[src/rtl/syscall_pkg.sv]
// Shared constants, state encoding and helpers for the syscall console.
package syscall_pkg;

    localparam logic [31:0] SYS_PRINT_INT  = 32'd1;
    localparam logic [31:0] SYS_PRINT_STR  = 32'd4;
    localparam logic [31:0] SYS_EXIT       = 32'd10;
    localparam logic [31:0] SYS_PRINT_CHAR = 32'd11;

    localparam logic [7:0] ASCII_MINUS = 8'h2D;
    localparam logic [7:0] ASCII_ZERO  = 8'h30;

    localparam logic [31:0] POW10 [10] = '{
        32'd1, 32'd10, 32'd100, 32'd1000, 32'd10000,
        32'd100000, 32'd1000000, 32'd10000000,
        32'd100000000, 32'd1000000000
    };

    typedef enum logic [3:0] {
        S_IDLE,
        S_CHAR_EMIT,
        S_STR_REQ,
        S_STR_WAIT,
        S_STR_EMIT,
        S_INT_SIGN,
        S_INT_DIGIT,
        S_INT_EMIT,
        S_HALTED
    } state_t;

    // Big-endian byte pick: offset 0 is the most significant byte.
    function automatic logic [7:0] byte_sel(input logic [31:0] w,
                                            input logic [1:0] off);
        logic [7:0] b;
        b = w[31:24];
        case (off)
            2'd1: b = w[23:16];
            2'd2: b = w[15:8];
            2'd3: b = w[7:0];
            default: b = w[31:24];
        endcase
        return b;
    endfunction

endpackage

[src/rtl/console_char_port.sv]
// Registered valid/ready output stage toward the console sink.
module console_char_port (
    input  logic       clk,
    input  logic       rst_n,
    input  logic       load,
    input  logic [7:0] load_data,
    input  logic       char_ready,
    output logic       char_valid,
    output logic [7:0] char_data
);

    // A load in the handshake cycle replaces the accepted character.
    always_ff @(posedge clk or negedge rst_n) begin
        if (!rst_n) begin
            char_valid <= 1'b0;
            char_data  <= 8'h00;
        end else if (load) begin
            char_valid <= 1'b1;
            char_data  <= load_data;
        end else if (char_valid && char_ready) begin
            char_valid <= 1'b0;
        end
    end

endmodule

[src/rtl/syscall_console.sv]
// Services print int/string/char and exit syscalls from the Memory stage,
// holding the pipeline until each request has been fully streamed out.
module syscall_console
    import syscall_pkg::*;
#(
    parameter int MAX_STR = 256
) (
    input  logic        clk,
    input  logic        rst_n,
    input  logic        sig_syscall,
    input  logic [31:0] v0,
    input  logic [31:0] a0,
    output logic        stall_req,
    output logic        mem_rd_en,
    output logic [31:0] mem_addr,
    input  logic [31:0] mem_read_data,
    output logic        char_valid,
    output logic [7:0]  char_data,
    input  logic        char_ready,
    output logic        sig_halt,
    output logic        sig_bad_syscall
);

    localparam int CW = $clog2(MAX_STR + 1);

    state_t        state, state_n;
    logic [31:0]   addr, addr_n;
    logic [31:0]   word, word_n;
    logic [CW-1:0] cnt, cnt_n;
    logic [31:0]   mag, mag_n;
    logic [3:0]    k, k_n;
    logic [3:0]    digit, digit_n;
    logic          started, started_n;
    logic          halt_n, bad_n;
    logic          load;
    logic [7:0]    load_data;
    logic [7:0]    ch;
    logic          hs, free;

    assign hs       = char_valid && char_ready;
    assign free     = !char_valid || char_ready;
    assign mem_addr = {addr[31:2], 2'b00};

    console_char_port u_port (
        .clk        (clk),
        .rst_n      (rst_n),
        .load       (load),
        .load_data  (load_data),
        .char_ready (char_ready),
        .char_valid (char_valid),
        .char_data  (char_data)
    );

    always_comb begin
        state_n   = state;
        addr_n    = addr;
        word_n    = word;
        cnt_n     = cnt;
        mag_n     = mag;
        k_n       = k;
        digit_n   = digit;
        started_n = started;
        halt_n    = sig_halt;
        bad_n     = sig_bad_syscall;
        load      = 1'b0;
        load_data = 8'h00;
        mem_rd_en = 1'b0;
        ch        = 8'h00;
        stall_req = (state != S_IDLE);
        unique case (state)
            S_IDLE: begin
                if (sig_syscall) begin
                    case (v0)
                        SYS_PRINT_CHAR: begin
                            stall_req = 1'b1;
                            load      = 1'b1;
                            load_data = a0[7:0];
                            state_n   = S_CHAR_EMIT;
                        end
                        SYS_PRINT_STR: begin
                            stall_req = 1'b1;
                            addr_n    = a0;
                            cnt_n     = '0;
                            state_n   = S_STR_REQ;
                        end
                        SYS_PRINT_INT: begin
                            stall_req = 1'b1;
                            mag_n     = a0;
                            state_n   = S_INT_SIGN;
                        end
                        SYS_EXIT: begin
                            stall_req = 1'b1;
                            halt_n    = 1'b1;
                            state_n   = S_HALTED;
                        end
                        default: bad_n = 1'b1;
                    endcase
                end
            end
            S_CHAR_EMIT: begin
                if (hs) state_n = S_IDLE;
            end
            S_STR_REQ: begin
                mem_rd_en = 1'b1;
                state_n   = S_STR_WAIT;
            end
            S_STR_WAIT: begin
                word_n = mem_read_data;
                ch     = byte_sel(mem_read_data, addr[1:0]);
                if (ch == 8'h00) begin
                    state_n = S_IDLE;
                end else begin
                    load      = 1'b1;
                    load_data = ch;
                    state_n   = S_STR_EMIT;
                end
            end
            S_STR_EMIT: begin
                if (hs) begin
                    addr_n = addr + 32'd1;
                    cnt_n  = cnt + 1'b1;
                    ch     = byte_sel(word, addr_n[1:0]);
                    if (cnt_n == CW'(MAX_STR)) begin
                        state_n = S_IDLE;
                    end else if (addr_n[1:0] == 2'd0) begin
                        state_n = S_STR_REQ;
                    end else if (ch == 8'h00) begin
                        state_n = S_IDLE;
                    end else begin
                        load      = 1'b1;
                        load_data = ch;
                    end
                end
            end
            S_INT_SIGN: begin
                k_n       = 4'd9;
                digit_n   = 4'd0;
                started_n = 1'b0;
                state_n   = S_INT_DIGIT;
                // Unsigned negation keeps 0x80000000 as magnitude 2^31.
                if (mag[31]) begin
                    load      = 1'b1;
                    load_data = ASCII_MINUS;
                    mag_n     = -mag;
                end
            end
            S_INT_DIGIT: begin
                if (mag >= POW10[k]) begin
                    mag_n   = mag - POW10[k];
                    digit_n = digit + 4'd1;
                end else if (digit == 4'd0 && !started && k != 4'd0) begin
                    k_n = k - 4'd1;
                end else if (free) begin
                    load      = 1'b1;
                    load_data = ASCII_ZERO + {4'b0000, digit};
                    started_n = 1'b1;
                    state_n   = S_INT_EMIT;
                end
            end
            S_INT_EMIT: begin
                if (hs) begin
                    if (k == 4'd0) begin
                        state_n = S_IDLE;
                    end else begin
                        k_n     = k - 4'd1;
                        digit_n = 4'd0;
                        state_n = S_INT_DIGIT;
                    end
                end
            end
            S_HALTED: stall_req = 1'b1;
            default: state_n = S_IDLE;
        endcase
    end

    always_ff @(posedge clk or negedge rst_n) begin
        if (!rst_n) begin
            state           <= S_IDLE;
            addr            <= '0;
            word            <= '0;
            cnt             <= '0;
            mag             <= '0;
            k               <= '0;
            digit           <= '0;
            started         <= 1'b0;
            sig_halt        <= 1'b0;
            sig_bad_syscall <= 1'b0;
        end else begin
            state           <= state_n;
            addr            <= addr_n;
            word            <= word_n;
            cnt             <= cnt_n;
            mag             <= mag_n;
            k               <= k_n;
            digit           <= digit_n;
            started         <= started_n;
            sig_halt        <= halt_n;
            sig_bad_syscall <= bad_n;
        end
    end

endmodule
[config.mk]
export PLATFORM = sky130hd
export DESIGN_NAME = syscall_console
export DESIGN_NICKNAME = d
export VERILOG_FILES = /design/src/rtl/syscall_pkg.sv /design/src/rtl/console_char_port.sv /design/src/rtl/syscall_console.sv
export SDC_FILE = /design/constraint.sdc
export NUM_CORES = 1
export LEC_CHECK = 0
export CAP_MARGIN = 15
export CORE_MARGIN = 2
export CORE_UTILIZATION = 55
export CTS_CLUSTER_DIAMETER = 30
export DETAILED_ROUTE_END_ITERATION = 8
export HOLD_SLACK_MARGIN = 0.06
export PLACE_DENSITY = 0.91
export SYNTH_ARGS = -nofsm -noshare
export SYNTH_HDL_FRONTEND = slang
export SYNTH_SLANG_ARGS = --single-unit
[constraint.sdc]
create_clock -name clk -period 5.4 [get_ports clk]
set_input_delay 0.54 -clock clk [delete_from_list [all_inputs] [get_ports clk]]
set_output_delay 0.54 -clock clk [all_outputs]
set_load 0.1 [all_outputs]
==> out/results.tsv, run 1 <==
stage	metric	value	unit
run_status	result of the run	finished clean	
synth	average size of a mapped cell	7.86	um^2
power	total net switching power	0.535	mW
timing	Fmax achieved	216	MHz
finish	fraction of layout cells with a size suffix above 1	5.61	%
synth	fraction of synthesis flops using an asynchronous set or reset pin	100	%
floorplanning	Die Span Y	139	um
synth	count of mapped cells out of synthesis	1274	
routing	total via count after detailed routing	10500	
timing	setup slack of the critical path after layout	0.760	ns
power	Sequential Power Share	40.1	%
global_route	gr usage total	32.7	%
timing	final clock skew	0.00846	ns
global_route	global-route wire length before repair	51.5	mm
timing	setup repair after global routing missed its margin	false	
global_route	initial antenna violation count	0	
timing	Period Utilization, post-route	85.9	%
synth	number of distinct library cell variants in the gate-level netlist after synthesis	81	
finish	Net count, final	1506	
worst_setup_path	CP max FO	11	
power	internal power	1.88	mW
cts	insertion delay of the later-clocked pin in the worst-skew pair	0.43	ns
synth	Synth Flop Type	dfrtp_1	
power	worst vdd ir	0.000194	V
cts	clock tree from TritonCTS	built	
power	clock share of power	53.5	%
timing	setup TNS	0	ns
floorplanning	Starting Density	55.9	%
timing	final number of max-transition violations	0	
timing	Slew Limit Headroom	28.7	%
cts	number of sinks on the clock net	129	
floorplanning	row count	49	
finish	commonest non-fill, non-tap cell in the layout	nand2_1	
floorplanning	Top Ports	145	
synth	number of enable-type register cells in the synthesized netlist	0	
cts	buffer depth of the longest clock path	2	
routing	remaining routing DRC violations	0	
synth	cell type with the highest aggregate area in the netlist	dfrtp_1	
power	power density over the cells	201	nW/um^2
worst_setup_path	crit path capture type	register	
placed_design	post-placement worst setup slack	0.844	ns
cts	number of buffers created by CTS	17	
placed_design	number of buffer cells added on primary ports	142	
cts	clock slew seen by the registers of the worst setup and hold paths	0.06	ns
global_route	residual overflow from global routing	0	
synth	Synth warnings	0	
floorplanning	placeable core region	17900	um^2
finish	most used cells in the layout excluding fill and tap cells	272 x nand2_1, 141 x clkdlybuf4s50_1, 129 x dfrtp_1	
routing	overall routed net length	32.1	mm
cts	Clk Tree Root Cell	clkbuf_16	
synth	top-area cell type share of the netlist area	32.2	%
global_route	pin count of the biggest net entering global routing	72	
cts	total number of H-tree levels	4	
routing	post-detailed-route wirelength per cell	20.1	um
global_route	number of global-route vias before repair	10000	
timing	final critical delay including setup and external delays	4.64	ns
worst_setup_path	launching element type of the critical path	register	
floorplanning	full die area	19300	um^2
power	switching share of power	22.2	%
placed_design	detailed placer's ending HPWL	23.0	mm
worst_setup_path	arrival time of data at the critical path endpoint	4.95	ns
power	portion of total power attributed to combinational logic	6.4	%
timing	Final Hold Violating Endpoints	0	
run	max capacitance violation total	0	
routing	Detail Route Antenna Nets	0	
worst_setup_path	Crit path required time	5.71	ns
routing	length of the first detailed-routing pass in iterations	6	
cts	post-CTS setup buffer count	0	
finish	diodes inserted	0	
placed_design	Final GP Congestion	0.998	
synth	sequential element share of the synthesized area	32.2	%
floorplanning	width of the die	139	um
routing	initial detailed-routing violation count	1361	
synth	mapped cell area	10000	um^2
timing	worst-margin pin slew	1.07	ns
synth	post-synthesis register bit count	129	
synth	main area contributors after synthesis	dfrtp_1 32%, nand2_1 10%, ha_1 5.7%	
power	Lkg Pwr	5.18	nW
finish	layout overhead on the synthesized area	20.0	%
routing	average vias per placed instance	6.57	
worst_setup_path	Worst Path Class, Setup	register to register	
timing	final count of negative-setup-slack endpoints	0	
worst_hold_path	HP Class	input port to asynchronous set/reset pin	
-- timing repair --
action	CTS	global route
resized for setup	0	0
hold endpoints to repair	5	0
hold buffers	1	0
-- power by group through the flow --
stage / logic [mW] / registers (mW) / clock network (mW)
floorplan: 0.0264 / 0.991 / 0
global route: 0.161 / 0.968 / 1.33
CTS: 0.151 / 0.968 / 1.29
finish: 0.154 / 0.968 / 1.29
detailed placement: 0.150 / 0.986 / 0
global placement: 0.148 / 0.986 / 0
-- worst paths after layout --
path | startpoint | to | slack [ns] | cells after the start
hold reg to reg | sig_halt | sig_halt | 0.46 | 1
min in group clk | sig_halt | sig_halt | 0.46 | 1
hold / removal | rst_n | word[10] | 0.46 | 2
max in group asynchronous | rst_n | mag[23] | 3.82 | 3
setup reg to reg | k[0] | u_port.char_data[6] | 0.76 | 16
setup / recovery | k[0] | u_port.char_data[6] | 0.76 | 16
-- final cells by class --
class                   instances  area [um^2]
clock inverters                13          208
flip-flops and latches        129         3230
multi-input cells            1015         6170
inverters                      40          150
clock buffers                  19          443
repair buffers                156         1530
fillers                      1394         5890
well taps                     229          287
-- worst max-delay path: stages (launching register included) --
cell      delay, ns
dfrtp_1        0.50
inv_1          0.20
ha_1           0.22
or3b_2         0.51
inv_1          0.11
ha_1           0.17
inv_1          0.06
fa_1           0.39
a21o_1         0.17
a21oi_1        0.25
o21ai_0        0.15
a31oi_1        0.34
a31oi_4        0.17
or3b_4         0.44
nand2_1        0.12
a2111o_1       0.37
mux2_4         0.35
-- sequential cells by signal, summed over array words and instances, names as in the netlist --
register           cells
sig_halt               1
sig_bad_syscall        1
word                  32
state                  4
k                      4
digit                  4
cnt                    9
mag                   32
started                1
u_port.char_valid      1
addr                  32
u_port.char_data       8
-- synthesized netlist by cell type (all sizes together), types with 8 or more instances --
cell type and count:
nor3 32, dfrtp 129, nor4 18, buf 44, a221oi 12, nand2 272, ha 46, nand4 15
and3 18, o21ai 120, nand2b 9, inv 39, a22oi 9, mux2i 12, a222oi 29, nor2 89
a21oi 54, a21o 23, xnor2 25, nand3 42, a32oi 17, a31oi 19, xor2 26, clkbuf 47
o21a 8, o211ai 8
-- metal layers --
layer	global-route usage (%)	wire [um]	vias up
met5	0	0	-
met4	17.6	1580	0
met3	6.94	3300	132
met2	52.5	15000	687
met1	41.6	12300	4915
li1	-	-	4778
-- kinds of logic after synthesis --
kind of cell	Yosys count	share of synthesized area (%)
other	1	0.0374
and+or+nand+nor	544	25.2
buffers and inverters	131	6.35
adders and majority gates	47	5.95
DFF	129	32.2
AOI/OAI and AO/OA	352	23.6
muxes	19	2.21
xor gates and xnor gates	51	4.46
-- through the flow --
stage | hold WS [ns] | power, mW | instance area, um^2 | instances | util, %
2_1_floorplan | 0.244 | 1.02 | 10000 | 1275 | -
3_3_place_gp | 0.356 | 1.13 | 11300 | 1567 | 63.3
3_5_place_dp | 0.353 | 1.14 | 11300 | 1567 | 63.3
4_1_cts | 0.451 | 2.41 | 12000 | 1600 | 67.0
5_1_grt | 0.466 | 2.46 | 12000 | 1601 | 67.1
6_report | 0.456 | 2.41 | 12000 | 1601 | 67.1
Note: power is estimated with default switching activity, not from simulation.
==> inputs of run 2 (changes only) <==
- ABC_AREA: unset -> 1
- GPL_TIMING_DRIVEN: unset -> 0
- PLACE_DENSITY: 0.91 -> 0.89
- SETUP_SLACK_MARGIN: unset -> 0.3
==> run 2 against run 1 <==
Net effect:
- power shrank 1.4%
- highest routed layer unchanged
- sequential power is essentially flat
- critical path type is now input port to output port
- hold slack gained 0.016 ns
- die area grew 17%
- cell count grew 48%
- final area grew 18%
- clock skew shrank 0.00067 ns
- wire length grew 21%
- clock power shrank 3%
- first-iteration DRC count grew 7.3%
- utilization grew 0.45 points
- worst setup slack gained 0.74 ns
==> out/results.tsv, run 2 <==
stage	metric	value	unit
run_status	result of the run	finished clean	
synth	number of distinct library cell variants in the gate-level netlist after synthesis	51	
synth	top-area cell type share of the netlist area	27.5	%
synth	most frequent cell after synthesis	nand2_1	
finish	diodes inserted	0	
global_route	residual overflow from global routing	0	
power	power density over the cells	168	nW/um^2
worst_setup_path	CP Capture Point	stall_req	
worst_setup_path	launching element type of the critical path	input port	
cts	insertion delay of the later-clocked pin in the worst-skew pair	0.43	ns
worst_hold_path	HP Class	register to register	
worst_setup_path	worst-case reg-to-reg path depth	18	
timing	Period Utilization, post-route	72.3	%
worst_setup_path	arrival time of data at the critical path endpoint	3.37	ns
synth	Synth warnings	0	
cts	buffer depth of the longest clock path	2	
run	max capacitance violation total	0	
finish	layout overhead on the synthesized area	20.7	%
synth	cell type with the highest aggregate area in the netlist	dfrtp_1	
timing	final count of negative-setup-slack endpoints	0	
synth	fraction of the mapped netlist area in compound gates	11.1	%
cts	post-CTS setup buffer count	0	
cts	number of buffers created by CTS	17	
timing	worst-margin pin slew	1.00	ns
finish	most used cells in the layout excluding fill and tap cells	703 x nand2_1, 236 x inv_1, 168 x nor2_1	
worst_setup_path	CP cell instances	clkdlybuf4s50_1, nor2_1, nand2_1, nor2_1, nand2_1, nor2_1, inv_1, nand4_1, nor2_1, a21oi_1, clkdlybuf4s50_1	
synth	fraction of synthesis flops using an asynchronous set or reset pin	100	%
worst_setup_path	CP max FO	5	
floorplanning	Die Span Y	150	um
timing	final number of max-transition violations	0	
worst_setup_path	origin of the critical flop-to-flop path	k[0]	
worst_setup_path	slack of the worst reg-to-reg path	1.75	ns
routing	total via count after detailed routing	13400	
routing	overall routed net length	39.0	mm
cts	clock slew seen by the registers of the worst setup and hold paths	0.06	ns
floorplanning	Top Ports	145	
worst_setup_path	crit-path leading delay family	buffers and inverters	
routing	length of the first detailed-routing pass in iterations	8	
placed_design	Final GP Congestion	1.01	
worst_setup_path	critical path depth in cells	11	
finish	largest registers	addr: 32 flops, mag: 32 flops, word: 32 flops	
synth	post-synthesis register bit count	129	
worst_setup_path	Crit path top cell by count	nor2_1	
synth	count of mapped cells out of synthesis	1922	
global_route	number of global-route vias before repair	12500	
synth	largest family of logic cells by synthesized area	simple AND/OR/NAND/NOR gates	
power	Lkg Pwr	7.08	nW
floorplanning	full die area	22500	um^2
synth	Synth Flop Type	dfrtp_1	
synth	Synth Area in XOR/XNOR	1.34	%
routing	initial detailed-routing violation count	1460	
power	Power Total	2.38	mW
worst_hold_path	Hold Path Origin	word[17]	
floorplanning	Starting Density	56.0	%
worst_setup_path	buffer and inverter count on the worst path	3	
timing	setup repair after global routing missed its margin	false	
synth	number of enable-type register cells in the synthesized netlist	0	
placed_design	post-placement worst setup slack	1.54	ns
timing	setup slack of the critical path after layout	1.49	ns
routing	post-detailed-route wirelength per cell	16.4	um
synth	post-synthesis simple-gate area fraction	42.8	%
timing	Slew Limit Headroom	33.0	%
global_route	global-route wire length before repair	62.0	mm
global_route	initial antenna violation count	0	
power	worst vdd ir	0.000234	V
synth	fraction of synthesized area in multiplexers	0	%
finish	fraction of layout cells with a size suffix above 1	8.43	%
timing	Final Hold Violating Endpoints	0	
timing	final clock skew	0.00779	ns
cts	Clk Tree Root Cell	clkbuf_16	
worst_setup_path	slowest CP cell	clkdlybuf4s50_1	
worst_setup_path	source of the critical timing path	v0[21]	
synth	average size of a mapped cell	6.10	um^2
timing	Fmax achieved	256	MHz
global_route	gr usage total	35.0	%
floorplanning	row count	53	
routing	average vias per placed instance	5.64	
routing	Detail Route Antenna Nets	0	
cts	total number of H-tree levels	4	
worst_setup_path	crit path capture type	output port	
finish	Net count, final	2233	
worst_setup_path	Worst Path Class, Setup	input port to output port	
finish	commonest non-fill, non-tap cell in the layout	nand2_1	
synth	synthesized-area fraction occupied by adder cells	5.08	%
worst_setup_path	Crit path required time	4.86	ns
placed_design	number of buffer cells added on primary ports	142	
cts	number of sinks on the clock net	129	
routing	remaining routing DRC violations	0	
synth	main area contributors after synthesis	dfrtp_1 28%, nand2_1 22%, inv_1 7.6%	
synth	sequential element share of the synthesized area	27.5	%
timing	final critical delay including setup and external delays	3.91	ns
global_route	pin count of the biggest net entering global routing	97	
floorplanning	width of the die	150	um
placed_design	detailed placer's ending HPWL	30.9	mm
cts	clock tree from TritonCTS	built	
floorplanning	placeable core region	21000	um^2
synth	mapped cell area	11700	um^2
worst_setup_path	r2r endpoint	mag[16]	
synth	commonest cells in the synthesized netlist	703 x nand2_1, 236 x inv_1, 168 x nor2_1	
worst_setup_path	CP max stage delay	1.17	ns
[run 2: changes by cell type after synthesis, sizes merged, moves of 19 or more]
cell    change
inv       +211
xnor2      -19
nand2     +449
a21o       -21
clkbuf     -31
a222oi     -29
nand3     +125
nor2       +96
[run 2: final cells by class]
type	count	area, um^2
multi-input cells	1466	7090
clock inverters	15	195
plain buffers	77	480
inverters	251	942
clock buffers	17	425
repair buffers	144	1460
well taps	275	344
flip-flops and latches	129	3230
fillers	1827	6790
[run 2: report_power, final]
part           total [mW]  leakage [nW]  switching [mW]  internal (mW)
registers           0.967          1.37        0.000366          0.967
clock network        1.25         0.304           0.504          0.743
logic               0.166          5.40          0.0855         0.0808
[run 2: how the worst min path moves through the flow]
stage / end / depth (start not counted)
6_report: word[17] / 2
3_5_place_dp: word[9] / 1
2_1_floorplan: addr[0] / 0
3_3_place_gp: word[24] / 2
5_1_grt: word[18] / 2
4_1_cts: word[17] / 2
[run 2: logic make-up after synthesis]
group / Yosys count
AO/OA/AOI/OAI: 225
XOR/XNOR: 18
adder cells (fa/ha/maj): 47
buffers and inverters: 328
flip-flops: 129
other: 1
AND/OR/NAND/NOR: 1174
[run 2: tightest hold or removal path, delay by kind of cell (launching register included)]
family           cells  cell delay [ns]
flip-flops           1             0.35
AND/OR/NAND/NOR      2             0.09
[run 2: per-layer routing]
metal	track usage [%]	up-vias	wire length [um]
li1	-	6434	-
met1	44.6	6094	15500
met2	57.6	705	18000
met3	6.31	151	3510
met4	16.7	0	1930
met5	0	-	0
[run 2: through the flow]
stage / TNS [ns] / utilization (%) / cell area [um^2] / hold slack [ns] / std cells
6_report: 0 / 67.6 / 14200 / 0.472 / 2374
5_1_grt: 0 / 67.6 / 14200 / 0.489 / 2374
2_1_floorplan: 0 / - / 11700 / 0.244 / 1923
3_5_place_dp: 0 / 64.6 / 13500 / 0.458 / 2341
4_1_cts: 0 / 67.6 / 14200 / 0.476 / 2374
3_3_place_gp: -185.76 / 64.4 / 13500 / 0.453 / 2340
[run 2: repair_timing]
action                                 CTS  global route
endpoints found under the hold margin   33             0
hold buffers                             1             0
resized for setup                        0             0
